File: src/rtl/sram_controller_pkg.sv
// Shared widths and FSM state encodings for the MEM-stage SRAM controller.
// Also provides the CPU byte address to SRAM word mapping.
package sram_controller_pkg;

  localparam int ADDRESS_LEN   = 32;
  localparam int SRAM_ADDR_LEN = 18;
  localparam int SRAM_DATA_LEN = 16;

  localparam logic [1:0] ST_IDLE = 2'd0;
  localparam logic [1:0] ST_LOW  = 2'd1;
  localparam logic [1:0] ST_HIGH = 2'd2;
  localparam logic [1:0] ST_DONE = 2'd3;

  // 32-bit word index relative to base; the two half-words occupy SRAM words 2n and 2n+1
  function automatic logic [SRAM_ADDR_LEN-2:0] sram_word(
    input logic [ADDRESS_LEN-1:0] addr,
    input logic [ADDRESS_LEN-1:0] base
  );
    logic [ADDRESS_LEN-1:0] diff;
    diff = addr - base;
    return diff[SRAM_ADDR_LEN:2];
  endfunction

endpackage

File: src/rtl/sram_controller.sv
// MEM-stage responder: one 32-bit read/write per request, performed as two
// 16-bit transfers (low half, then high half) on an asynchronous SRAM.
module sram_controller
  import sram_controller_pkg::*;
#(
  parameter int                     WAIT_CYCLES = 2,
  parameter logic [ADDRESS_LEN-1:0] BASE_ADDR   = 32'd1024
) (
  input  logic                     clk,
  input  logic                     rst,
  input  logic                     wr_en,
  input  logic                     rd_en,
  input  logic [ADDRESS_LEN-1:0]   address,
  input  logic [31:0]              wr_data,
  output logic [31:0]              rd_data,
  output logic                     ready,
  output logic [SRAM_ADDR_LEN-1:0] sram_addr,
  output logic [SRAM_DATA_LEN-1:0] sram_dq_out,
  input  logic [SRAM_DATA_LEN-1:0] sram_dq_in,
  output logic                     sram_dq_oe,
  output logic                     sram_we_n
);

  localparam int               CNT_W    = $clog2(WAIT_CYCLES) + 1;
  localparam logic [CNT_W-1:0] CNT_LAST = CNT_W'(WAIT_CYCLES - 1);

  logic [1:0]               state_q, state_d;
  logic [CNT_W-1:0]         cnt_q, cnt_d;
  logic                     op_wr_q, op_wr_d;
  logic [SRAM_ADDR_LEN-2:0] word_q, word_d;
  logic [31:0]              wdata_q, wdata_d;
  logic [SRAM_DATA_LEN-1:0] rd_lo_q, rd_lo_d;
  logic [31:0]              rd_data_q, rd_data_d;
  logic [SRAM_ADDR_LEN-1:0] sram_addr_q, sram_addr_d;
  logic [SRAM_DATA_LEN-1:0] sram_dq_out_q, sram_dq_out_d;
  logic                     sram_dq_oe_q, sram_dq_oe_d;
  logic                     sram_we_n_q, sram_we_n_d;
  logic                     req;
  logic                     last;
  logic [SRAM_ADDR_LEN-2:0] req_word;

  assign req      = rd_en | wr_en;
  assign last     = (cnt_q == CNT_LAST);
  assign req_word = sram_word(address, BASE_ADDR);

  always_comb begin
    state_d       = state_q;
    cnt_d         = cnt_q;
    op_wr_d       = op_wr_q;
    word_d        = word_q;
    wdata_d       = wdata_q;
    rd_lo_d       = rd_lo_q;
    rd_data_d     = rd_data_q;
    sram_addr_d   = sram_addr_q;
    sram_dq_out_d = sram_dq_out_q;
    sram_dq_oe_d  = sram_dq_oe_q;
    sram_we_n_d   = sram_we_n_q;
    ready         = 1'b0;

    case (state_q)
      ST_IDLE: begin
        ready = ~req;
        if (req) begin
          // SRAM outputs are registered, so the low-half bus values are loaded on entry to LOW
          state_d       = ST_LOW;
          cnt_d         = '0;
          op_wr_d       = wr_en;
          word_d        = req_word;
          wdata_d       = wr_data;
          sram_addr_d   = {req_word, 1'b0};
          sram_dq_out_d = wr_data[15:0];
          sram_dq_oe_d  = wr_en;
          sram_we_n_d   = ~wr_en;
        end
      end
      ST_LOW: begin
        cnt_d = cnt_q + 1'b1;
        if (last) begin
          state_d       = ST_HIGH;
          cnt_d         = '0;
          rd_lo_d       = sram_dq_in;
          sram_addr_d   = {word_q, 1'b1};
          sram_dq_out_d = wdata_q[31:16];
        end
      end
      ST_HIGH: begin
        cnt_d = cnt_q + 1'b1;
        if (last) begin
          state_d      = ST_DONE;
          cnt_d        = '0;
          sram_dq_oe_d = 1'b0;
          sram_we_n_d  = 1'b1;
          // Low half is staged so rd_data only changes when a read completes
          if (!op_wr_q) rd_data_d = {sram_dq_in, rd_lo_q};
        end
      end
      ST_DONE: begin
        ready   = 1'b1;
        state_d = ST_IDLE;
      end
      default: state_d = ST_IDLE;
    endcase
  end

  always_ff @(posedge clk) begin
    if (rst) begin
      state_q       <= ST_IDLE;
      cnt_q         <= '0;
      op_wr_q       <= 1'b0;
      word_q        <= '0;
      wdata_q       <= '0;
      rd_lo_q       <= '0;
      rd_data_q     <= '0;
      sram_addr_q   <= '0;
      sram_dq_out_q <= '0;
      sram_dq_oe_q  <= 1'b0;
      sram_we_n_q   <= 1'b1;
    end else begin
      state_q       <= state_d;
      cnt_q         <= cnt_d;
      op_wr_q       <= op_wr_d;
      word_q        <= word_d;
      wdata_q       <= wdata_d;
      rd_lo_q       <= rd_lo_d;
      rd_data_q     <= rd_data_d;
      sram_addr_q   <= sram_addr_d;
      sram_dq_out_q <= sram_dq_out_d;
      sram_dq_oe_q  <= sram_dq_oe_d;
      sram_we_n_q   <= sram_we_n_d;
    end
  end

  assign rd_data     = rd_data_q;
  assign sram_addr   = sram_addr_q;
  assign sram_dq_out = sram_dq_out_q;
  assign sram_dq_oe  = sram_dq_oe_q;
  assign sram_we_n   = sram_we_n_q;

endmodule

File: config.mk
export PLATFORM = sky130hd
export DESIGN_NAME = sram_controller
export DESIGN_NICKNAME = d
export VERILOG_FILES = /design/src/rtl/sram_controller_pkg.sv /design/src/rtl/sram_controller.sv
export SDC_FILE = /design/constraint.sdc
export NUM_CORES = 1
export LEC_CHECK = 0
export CORE_MARGIN = 3
export CORE_UTILIZATION = 46
export CTS_CLUSTER_DIAMETER = 150
export DETAILED_ROUTE_END_ITERATION = 12
export PLACE_DENSITY = 0.9
export SETUP_SLACK_MARGIN = 0.02
export SLEW_MARGIN = 10
export SYNTH_ARGS = -nofsm -noshare
export SYNTH_HDL_FRONTEND = slang
export SYNTH_SLANG_ARGS = --single-unit
File: constraint.sdc
create_clock -name clk -period 2.1 [get_ports clk]
set_input_delay 0.63 -clock clk [delete_from_list [all_inputs] [get_ports clk]]
set_output_delay 0.63 -clock clk [all_outputs]
set_load 0.01 [all_outputs]
==> After elaboration in Yosys (flattened, before gate mapping) <==
Cells that the tools add are included.
{ "classes": {"addsub": 2, "n_eq_ne": 7, "n_mux": 20, "n_bitwise": 4, "n_reduce_logical": 12} }
{ "ops": {"columns": ["operator", "n"], "rows": [
  ["$mux 18", 2],
  ["$pmux 18 s2", 1],
  ["$mux 16", 2],
  ["$pmux 16 s2", 1],
  ["$sub 19x11->19 const B", 1],
  ["$reduce_and 3->1", 4],
  ["$mux 2", 5],
  ["$pmux 2 s4", 1],
  ["$ne 2x2->1 const B", 3],
  ["$pmux 1 s2", 3],
  ["$reduce_and 2->1", 3],
  ["$reduce_bool 2->1", 3],
  ["$eq 2x1->1 const B", 2],
  ["$eq 2x2->1 const B", 2],
  ["$mux 1", 4],
  ["$pmux 2 s2", 1],
  ["$not 1->1", 3],
  ["$add 2x1->2 const B", 1],
  ["$logic_not 2->1", 1],
  ["$reduce_or 2->1", 1],
  ["$or 1x1->1", 1]
]} }
{ "totals": {"regBits": 138, "out_inout_bits": 69} }

==> Longest topological paths before layout <==
{ "logic_depth": {"word_depth": 4, "mapped_depth": 9, "ltp_nobuf": 6} }

==> Least setup slack after synthesis <==
OpenSTA, ideal clock, no wires.
{ "synth_path": {"path_type": "register -> output", "start": "reg state_q[0]", "end": "out ready", "t_arrival_ns": 1.186, "setup_slack_ns": 0.284, "path_stages_with_launch": 7, "cell_sequence": "dfxtp_1 > inv_1 > ha_1 > buf_4 > nor3b_4 > nor2_1 > nor2_1"} }
{ "synth_via": {"elab_chain_len": 2, "elab_cells_between_ends": 3, "cone_classes": "1 x eq/ne; 1 x mux; 1 x reduce/logical"} }
{ "synth_rtl": {"columns": ["item", "line_no", "source"], "rows": [
  ["from (decl)", "sram_controller.sv:27", "logic [1:0] state_q, state_d;"],
  ["from (signal assigned)", "sram_controller.sv:119", "state_q <= state_d;"],
  ["$eq 2x2->1 / $logic_not 2->1 (equally long branches)", "sram_controller.sv:60", "case (state_q)"],
  ["$pmux 1 s2 *", "sram_controller.sv:60", null],
  ["to (decl)", "sram_controller.sv:16", "output logic ready,"]
]} }
Every way passes the cells marked *; elsewhere a longest branch is shown, timed or not.

==> Final worst setup path <==
Ends and elaborated chain as after synthesis.

==> results.py <==
metrics = {
    "status": {
        "outcome": "complete, but fails checks",
        "violations": "negative setup slack",
    },
    "critical_path": {
        "critPathBufInv": 2,
        "slowest_delay_ns": 0.32,
        "worstPathArrival_ns": 1.51,
        "worstSetupPathType": "reg -> out",
        "cp_cell_sequence": "inv_2 -> ha_4 -> nor3b_4 -> nor2_1 -> nor2_1 -> buf_2",
        "cpMostUsedCell": "nor2_1",
        "cp_max_fo": 2,
        "crit_required_ns": 1.47,
        "critPathSlowestCell": "dfxtp_2",
        "critPathCaptureType": "primary output",
        "start_kind": "register",
        "crit_family": "simple AND/OR/NAND/NOR gates",
    },
    "floorplan": {
        "rows": 37,
        "boundaryPins": 153,
        "die_w_um": 109,
        "die_y_um": 109,
        "core-area_um2": 10400,
        "dieArea_um2": 11900,
        "initial_core_util_pct": 47.3,
    },
    "clock_network": {
        "hold_buffers": 0,
        "insertion_delay_ns": 0.51,
        "clkSlewWorstSetupHoldPaths_ns": 0.06,
        "cts_max_level": 4,
        "cts-root-buf": "clkbuf_8",
        "ctsLongestPathBuffers": 2,
        "cts_buffers": 17,
        "cts.sinks": 122,
        "cts_tree": "done",
    },
    "layout": {
        "fin_cells": 880,
        "fin_util_pct": 69.1,
        "final_nets": 822,
        "layout-drive-gt1-share_pct": 10.9,
        "diodes": 0,
        "fillers": 773,
        "multi_input_area_um2": 2260,
        "areaGrowthSynthToFinish_pct": 45.9,
        "regArea_um2": 2440,
    },
    "placed_design": {
        "dp.cells": 848,
        "hpwl_um": 9580,
        "portBuffers": 137,
        "gp_congestion": 0.864,
    },
    "global_route": {
        "grt_max_degree": 52,
        "grt_pass1_wl_um": 22000,
        "track_usage_pct": 23.6,
        "antenna_found_initial": 0,
        "gr-total-overflow": 0,
        "grt_pass1_vias": 4704,
    },
    "hold_path": {
        "hold_path_class": "in -> reg",
    },
    "detailed_routing": {
        "first_pass_iters": 5,
        "route.detailed.wl_per_inst_um": 15.5,
        "routed_wl_um": 13700,
        "first_iter_violations": 235,
        "drcViolationCount": 0,
        "routed-via-count": 4681,
        "antenna_left": 0,
        "vias_per_cell": 5.32,
    },
    "pwr": {
        "p_sw_uw": 3140,
        "p_comb_share_pct": 37.7,
        "p_seq_share_pct": 33.1,
        "p_per_area_nw_per_um2": 1320,
        "p_leak_uw": 0.00293,
        "internal_power_uw": 6290,
        "swShare_pct": 33.3,
        "p_clk_share_pct": 29.2,
        "peakVddDrop_v": 0.000936,
    },
    "synthesis": {
        "synth.most_common_cell": "nand2_1",
        "synthTopCellsByCount": "164 x nand2_1, 122 x dfxtp_1, 83 x a21oi_1, 39 x nor2_1, 28 x a211oi_1",
        "synth_edf_count": 0,
        "syn_area_um2": 4910,
        "synth-seq-cells": 122,
        "synth_top_area_share_pct": 49.8,
        "synth.area.top_cells": "dfxtp_1 50%, nand2_1 13%, a21oi_1 8.5%, mux2i_1 5.5%, a211oi_1 4.3%",
        "synth_seq_area_share_pct": 49.8,
        "synthFlopType": "dfxtp_1",
        "synthCells": 586,
        "ys.warnings.count": 0,
        "synthArstFlopShare_pct": 0,
        "synth_area_leader_cell": "dfxtp_1",
        "ys_types": 47,
        "syn_avg_cell_area_um2": 8.38,
        "syn_nets": 676,
    },
    "sta": {
        "hold_viol": 0,
        "tns_ns": -0.0359,
        "period_needed_ns": 2.14,
        "max-slew-margin-rel_pct": 66.4,
        "clock.fmax_mhz": 468,
        "slew_viol_final": 0,
        "worst_clock_skew_ns": 0.0101,
        "setup_viol": 1,
        "fin_crit_sh_pct": 102,
        "rsz0062_at_grt": "yes",
        "worst_pin_slew_ns": 0.499,
        "final.setup.worst_slack_ns": -0.0359,
    },
    "run": {
        "max_cap_viol_count": 0,
    },
}
[kinds of logic (layout without fill, tap and decap cells)]
| group | count (synthesis) | count (layout) | synth area share (%) |
|---|---|---|---|
| multiplexers | 27 | 27 | 5.51 |
| flip-flops | 122 | 122 | 49.8 |
| adder cells (fa/ha/maj) | 6 | 6 | 1.53 |
| XOR/XNOR | 5 | 5 | 0.892 |
| AO/OA/AOI/OAI | 139 | 139 | 17.0 |
| AND/OR/NAND/NOR | 236 | 236 | 20.4 |
| buffers and inverters | 51 | 209 | 4.92 |
[final timing paths]
check / from / endpoint / slack, ns / depth (start not counted)
max: state_q[0] / ready / -0.04 / 6
min: rst / sram_addr[9] / 0.45 / 2
max reg2reg: state_q[1] / sram_dq_out[0] / 0.11 / 7
min reg2reg: sram_addr[9] / sram_addr[9] / 0.45 / 2
[per-stage QoR]
step	setup WS, ns	total power, µW	hold slack [ns]	area (µm²)
2_1_floorplan	0.284	5240	0.432	4910
3_3_place_gp	-0.516	6510	0.438	6540
3_5_place_dp	-0.551	6690	0.445	6540
4_1_cts	-0.0876	9500	0.419	7120
5_1_grt	-0.165	10000	0.428	7160
6_report	-0.0359	9430	0.447	7160
[timing repair]
| action | in CTS | in global routing |
|---|---|---|
| endpoints found under the setup margin | 2 | 18 |
| resized for setup | 13 | 17 |
| buffers inserted | 1 | 0 |
| pin swaps | 3 | 3 |
[per-layer routing]
layer	routed length (µm)	share of wire (%)	vias up	global-route usage, %
li1	-	-	2274	-
met1	5440	40	2203	27.1
met2	6990	51	159	40.8
met3	724	5.3	45	5.28
met4	519	3.8	0	12.6
met5	0	0	-	0
[power groups by stage]
stage	Combinational, µW	Clock [µW]	Sequential [µW]
after CTS	3580	2800	3120
final	3550	2760	3120
after global routing	3910	2910	3180
after detailed placement	3530	0	3150
after floorplan	1990	0	3250
after global placement	3380	0	3120
[state kept, by name, summed over array words and instances (netlist names)]
signal / cells
cnt_q: 2
op_wr_q: 1
rd_data: 32
rd_lo_q: 16
sram_addr: 18
sram_dq_oe: 1
sram_dq_out: 16
sram_we_n: 1
state_q: 2
wdata_q: 16
word_q: 17
[layout by cell type, fill, tap and decap left out, types with 4 or more instances in the layout]
master | Yosys | routed
nand2_1 | 164 | 164
nand2b_1 | 4 | 4
a211oi_1 | 28 | 28
buf_4 | 3 | 31
clkbuf_16 | 0 | 16
o211ai_1 | 4 | 4
clkdlybuf4s50_1 | 0 | 115
inv_1 | 8 | 6
o21ai_0 | 9 | 9
mux2i_1 | 27 | 27
a21oi_1 | 83 | 83
nor2_1 | 39 | 39
ha_1 | 6 | 4
dfxtp_1 | 122 | 120
nor3_1 | 5 | 5
clkbuf_8 | 0 | 5
nand3_1 | 5 | 5
dlymetal6s2s_1 | 0 | 17
[worst reg2reg max path, stage by stage, from the launching register on]
cell and delay [ns]:
dfxtp_2 0.32, inv_2 0.07, buf_4 0.11, ha_2 0.23
buf_4 0.31, buf_4 0.37, mux2i_1 0.13, a211oi_1 0.34
[layout make-up]
type                            instances  area share (%)
Sequential cell                       122            34.1
Multi-Input combinational cell        413            31.5
Timing Repair Buffer                  170            23.6
Clock buffer                           24            6.71
Tap cell                              136            2.38
Clock inverter                          7            1.26
Inverter                                8           0.419
No activity file was read; power rests on OpenSTA's default activity.
